## src/rtl/adder_4bit.sv

```systemverilog
// Registered ripple-carry adder with carry-in/out, zero and signed-overflow flags.
// Latency 1 cycle; accepts an operation every cycle, no backpressure.
module adder_4bit #(
  parameter int WIDTH = 4
) (
  input  logic             clk,
  input  logic             rst,
  input  logic [WIDTH-1:0] A,
  input  logic [WIDTH-1:0] B,
  input  logic             Cin,
  input  logic             in_valid,
  output logic [WIDTH-1:0] S,
  output logic             Cout,
  output logic             ovf,
  output logic             zero,
  output logic             out_valid
);

  logic [WIDTH:0]   c;
  logic [WIDTH-1:0] s;
  logic             ovf_d;
  logic             zero_d;

  assign c[0] = Cin;

  for (genvar i = 0; i < WIDTH; i++) begin : g_ripple
    full_adder u_fa (
      .a  (A[i]),
      .b  (B[i]),
      .ci (c[i]),
      .s  (s[i]),
      .co (c[i+1])
    );
  end

  // Carries into and out of the MSB disagree exactly when the signed result overflows.
  assign ovf_d  = c[WIDTH] ^ c[WIDTH-1];
  assign zero_d = (s == '0);

  always_ff @(posedge clk) begin
    if (rst) begin
      S         <= '0;
      Cout      <= 1'b0;
      ovf       <= 1'b0;
      zero      <= 1'b1;
      out_valid <= 1'b0;
    end else begin
      out_valid <= in_valid;
      if (in_valid) begin
        S    <= s;
        Cout <= c[WIDTH];
        ovf  <= ovf_d;
        zero <= zero_d;
      end
    end
  end

endmodule

// One-bit full adder cell used as the ripple chain element.
module full_adder (
  input  logic a,
  input  logic b,
  input  logic ci,
  output logic s,
  output logic co
);

  logic p;

  assign p  = a ^ b;
  assign s  = p ^ ci;
  assign co = (a & b) | (ci & p);

endmodule

```

## config.mk

```make
export PLATFORM = sky130hd
export DESIGN_NAME = adder_4bit
export DESIGN_NICKNAME = d
export VERILOG_FILES = /design/src/rtl/adder_4bit.sv
export SDC_FILE = /design/constraint.sdc
export NUM_CORES = 1
export LEC_CHECK = 0
export CAP_MARGIN = 25
export CORE_AREA = 2 2 39 41
export CTS_CLUSTER_DIAMETER = 100
export DETAILED_ROUTE_END_ITERATION = 7
export DIE_AREA = 0 0 41 43
export HOLD_SLACK_MARGIN = 0.02
export PLACE_DENSITY = 0.64
export SLEW_MARGIN = 5
export SYNTH_ARGS = -nofsm -noshare
export SYNTH_HDL_FRONTEND = slang
export SYNTH_SLANG_ARGS = --single-unit
```

## constraint.sdc

```tcl
create_clock -name clk -period 3.5 [get_ports clk]
set_clock_uncertainty 0.15 [all_clocks]
set_input_delay 0.875 -clock clk [delete_from_list [all_inputs] [get_ports clk]]
set_output_delay 0.875 -clock clk [all_outputs]
set_load 0.01 [all_outputs]
```

# Word level (Yosys, flattened, before mapping)
# Cells that the tools add are included.
classes:
  bitwise: 21
  reduce_logical: 1
ops:
  columns: ["operator", "n"]
  rows:
  - ["1-bit XOR", 9]
  - ["1-bit AND", 8]
  - ["4-bit zero test", 1]
  - ["1-bit OR", 4]
word_totals:
  ff_bits: 8
  inputBits: 12
  output_inout_bits: 8
  wordCells: 27

# Longest topological paths before layout
depth:
  word_depth: 10
  mapped_depth: 7
  ltp_nobuf: 7

# Hierarchy
# From an unflattened synthesis, not the netlist that was laid out.
hier_totals:
  hier_cells: 31
  area_unflattened_um2: 374.1
modules_own_cells:
  columns: ["module", "n_inst", "cells_each", "area_each_um2", "seq_area_each_um2"]
  rows:
  - ["adder_4bit", 1, 27, 294.0, 160.2]
  - ["full_adder", 4, 1, 20.0, 0.0]

# Least setup slack after synthesis
# OpenSTA, ideal clock, no wires.
synth_path:
  kind: "input port to flip-flop"
  start: "input A[0]"
  end: "register zero"
  setup_ps: 122
  arrival_time_ps: 2847
  required_time_ps: 3228
  setup_slack_ps: 381
  cell_stages: 6
  path_buffers: 0
  path_cell_list: "fa_1 fa_1 fa_1 inv_1 fa_1 a221o_1"
synth_between:
  elab_chain_len: 9
  elab_cells_between_ends: 13
  classes_between: "bitwise (12); reduce/logical (1)"
synth_rtl:
  columns: ["element", "line_no", "text"]
  rows:
  - ["start: declaration", "8", "input logic [WIDTH-1:0] A,"]
  - ["1-bit XOR", "71", "assign p = a ^ b;"]
  - ["1-bit AND", "73", "assign co = (a & b) | (ci & p);"]
  - ["1-bit OR", "73", null]
  - ["1-bit AND", "73", null]
  - ["1-bit OR", "73", null]
  - ["1-bit AND", "73", null]
  - ["1-bit OR", "73", null]
  - ["1-bit XOR", "72", "assign s = p ^ ci;"]
  - ["4-bit zero test (*)", "38", "assign zero_d = (s == '0);"]
  - ["end signal: assignment", "53", "zero <= zero_d;"]
  - ["end: declaration", "15", "output logic zero,"]
# Mark *: on every way between the ends. The rest lies on a longest branch, timed or not.
# A chain may end at the register's enable or synchronous reset.

# Final worst setup path
# Same ends and word-level chain as after synthesis.

==> results.txt <==
- The run finished with clean final reports.
- Pin count of the biggest net entering global routing: 12
- Top cell type by total area after synthesis: sky130_fd_sc_hd__dfxtp_1
- The initial utilization of the core area, before any placement, comes to 0.288.
- Of the total synthesized cell area, the portion taken by XOR and XNOR cells is 0.0220.
- The floorplan has 14 rows.
* Insertion delay of the later-clocked pin in the worst-skew pair: 0.26 ns
- Setup slack on the worst flop-to-flop path: 2.59 ns
* Dpl ws: -0.106 ns
- For this run, the slowest stage of the critical path takes 0.44 ns.
- Buf+Inv Stages, Crit Path: 2
- Number of filler cells placed in the layout: 141
- Among all stages on the critical path, the largest delay is contributed by sky130_fd_sc_hd__fa_1.
- After detailed routing, the average wire length per cell comes to 10.8 um.
* Number of enable-type register cells in the synthesized netlist: 0
- In this run the worst path has a maximum fanout of 2.
- Total Routing Usage GR: 0.104
* CTS Buf Count: 3
* RePlAce Congestion: 0.663
- For the worst flop-to-flop path, the logic depth is 1.
* Stages on the worst setup path: 7
* Start of the worst register-to-register path: zero$_SDFFE_PP1P_
* RSZ-0062 raised after global routing: no
- Critical Path End: zero$_SDFFE_PP1P_
* Buffer depth of the longest clock path: 2
- The number of gates resized after CTS was 0.
- Critical path cell sequence: clkdlybuf4s50_1, fa_1, fa_1, fa_1, inv_1, fa_1, a221o_1
- For this run, asynchronously set or reset flops after synthesis account for 0.
* # Post-CTS Setup Buffers: 0
* Share of the synthesized area in the top cell type: 0.403
* Pwr per Cell Area: 396 nW/um2
- Number of DRC violations after detailed-routing iteration 0: 2
* Mapped Area: 398 um2
- The first global-routing pass estimated 1.15 mm of wire.
* Max-slew headroom at the worst pin: 0.703
- Most repeated library cell on the critical path: sky130_fd_sc_hd__fa_1
- Most numerous cell in the Yosys netlist: sky130_fd_sc_hd__dfxtp_1
- Final setup violation count: 0
* Mean instance size in the synthesized netlist: 11.7 um2
* Hold slack final: 0.329 ns
- Fraction of synthesized area in multiplexers: 0.0755
- Pin placement for this block handled 20 I/O pins.
- Shortest clock period the worst path allows after layout: 3.32 ns
* Most used flip-flop cell after synthesis: sky130_fd_sc_hd__dfxtp_1
- The worst setup path is captured at a flip-flop.
- Global routing finished with a remaining overflow of 0.
- For this block, the via count after detailed routing is 311.
- Number of iterations in the first detailed-routing pass: 2
- Number of remaining DRC errors: 0
- Clk pin slew, worst setup/hold paths: 0.05 ns
- Post-route fraction of the period consumed by the critical path: 0.948
* Post-Synth Adder-Cell Area: 0.201
* Post-synthesis compound-gate area fraction: 0.0818
- From synthesis to final layout, the design area changed by 56.3%.
- Setup crit start: A[0]
- For the pin with the worst max-slew slack, the measured transition is 0.444 ns.
- Count of antenna-violating nets left after detailed routing: 0
* Capture point of the worst reg-to-reg path: zero$_SDFFE_PP1P_
- STA puts the critical path data arrival time at 3.31 ns.
* CTS tree: done
- The worst-case IR drop observed on VDD is 0.141 mV.
- Post-Synth Simple-Gate Area: 0.138
- Number of standard cells after synthesis: 34
- Number of distinct library cells after synthesis: 15
- Counting instances in the post-synthesis netlist gives the leading cell types as 8 x sky130_fd_sc_hd__dfxtp_1, 5 x sky130_fd_sc_hd__nor2_1, 4 x sky130_fd_sc_hd__fa_1.
- The synthesized design contains 8 register bits.
- Total power of the final layout: 246 uW
- WL final: 768 um
- Cts-stage hold buffer count: 0
* Maxcap violations: 0
* Clock sinks: 8
* HPWL Detailed: 647 um
- The cell sitting at the root of the clock tree is a sky130_fd_sc_hd__clkbuf_4.
- Leakage power figure: 0.000261 uW
- By area, the combinational part of the netlist is dominated by adder cells.
- Maximum level of the CTS H-tree: 1
- Full die area: 1760 um2
- Count of input and output buffers: 19
- The floorplan step set the die height to 43 um.
* Register area share after synthesis: 0.403
- Setup WS post-layout: 0.181 ns
* Number of endpoints with negative hold slack in the final report: 0
* Kind of critical path: in -> reg
- Startpoint types: input port
- Type of the worst min-delay path: reg -> reg
* Post-synthesis net count: 50
* Die extent in x: 41 um
* Proportion of layout cells with a drive suffix above 1: 0.127
- Vias in the first global route: 282
* Endpoint required time on the critical path: 3.49 ns
* Total count of max-transition violations in the final report: 0
- The net count of the finished layout is 73.
- After detailed routing, the number of vias per cell comes to 4.38.
- Antenna cell count: 0
* Initial antenna violation count: 0
- In the post-synthesis netlist, the biggest area contributors are sky130_fd_sc_hd__dfxtp_1 40%, sky130_fd_sc_hd__fa_1 20%, sky130_fd_sc_hd__mux2i_1 7.5%.
- The core region is 1380 um2.
* Highest clock rate: 0.301 GHz
- Top cell family by delay on the critical path: adder cells
* Yosys warning total: 0
-- placed cells by master (no fill, tap or decap), drive strengths merged --
cell and instances:
nor2 5, fa 4, inv 4, nor3b 1, a21o 1, nor4b 1
dfxtp 8, xnor2 1, mux2i 3, clkbuf 3, nor2b 1, buf 1
a221o 1, clkdlybuf4s50 19, a211oi 2
-- sequential cells by signal (all words and copies together), names as in the netlist --
| signal | cells |
|---|---|
| zero | 1 |
| Cout | 1 |
| ovf | 1 |
| out_valid | 1 |
| S | 4 |
-- per-stage QoR --
step,utilization,area [um2],setup TNS [ns],cells
finish,0.449,622,0,71
global route,0.449,622,0,71
CTS,0.449,622,0,71
detailed placement,0.433,599,-0.114,68
global placement,0.433,599,-0.0857,68
floorplan,-,398,0,34
-- where the power goes --
group          switching [uW]  total (uW)  internal, uW
sequential               3.89         104          99.7
clock                    33.2        72.6          39.4
combinational            27.5        70.0          42.5
total                    64.6         246           182
-- cell families (layout without fill, tap and decap cells) --
group / after synthesis / after routing
flip-flops: 8 / 8
AND/OR/NAND/NOR: 8 / 8
buffers and inverters: 6 / 27
adder cells (fa/ha/maj): 4 / 4
AO/OA/AOI/OAI: 4 / 4
multiplexers: 3 / 3
XOR/XNOR: 1 / 1
-- area by class of cell --
| cell class | instances | area, um2 | share of cell area |
|---|---|---|---|
| timing repair buffer | 20 | 198 | 0.318 |
| multi-input combinational | 20 | 206 | 0.332 |
| clock buffer | 3 | 22.5 | 0.0362 |
| tap | 16 | 20.0 | 0.0322 |
| inverter | 4 | 15.0 | 0.0241 |
| sequential | 8 | 160 | 0.258 |
-- worst min-delay path, stage by stage, from the launching register on --
cell	delay (ns)
sky130_fd_sc_hd__dfxtp_1	0.31
sky130_fd_sc_hd__nor2_1	0.08
sky130_fd_sc_hd__a211oi_1	0.04
-- per-layer routing --
layer | global-route usage | vias to the layer above | wire length, um
li1 | - | 155 | -
met1 | 0.101 | 141 | 291
met2 | 0.169 | 13 | 394
met3 | 0.0628 | 2 | 67
met4 | 0.0400 | 0 | 14
met5 | 0 | - | 0
-- worst min-delay path by stage --
stage	startpoint	endpoint	slack [ns]	cells after the start
2_1_floorplan	Cout$_SDFFE_PP0P_	Cout$_SDFFE_PP0P_	0.35	2
3_3_place_gp	S[1]$_SDFFE_PP0P_	S[1]$_SDFFE_PP0P_	0.32	2
3_5_place_dp	Cout$_SDFFE_PP0P_	Cout$_SDFFE_PP0P_	0.32	2
4_1_cts	Cout$_SDFFE_PP0P_	Cout$_SDFFE_PP0P_	0.33	2
5_1_grt	Cout$_SDFFE_PP0P_	Cout$_SDFFE_PP0P_	0.34	2
6_report	Cout$_SDFFE_PP0P_	Cout$_SDFFE_PP0P_	0.33	2
Note: power is estimated with default switching activity, not from simulation.
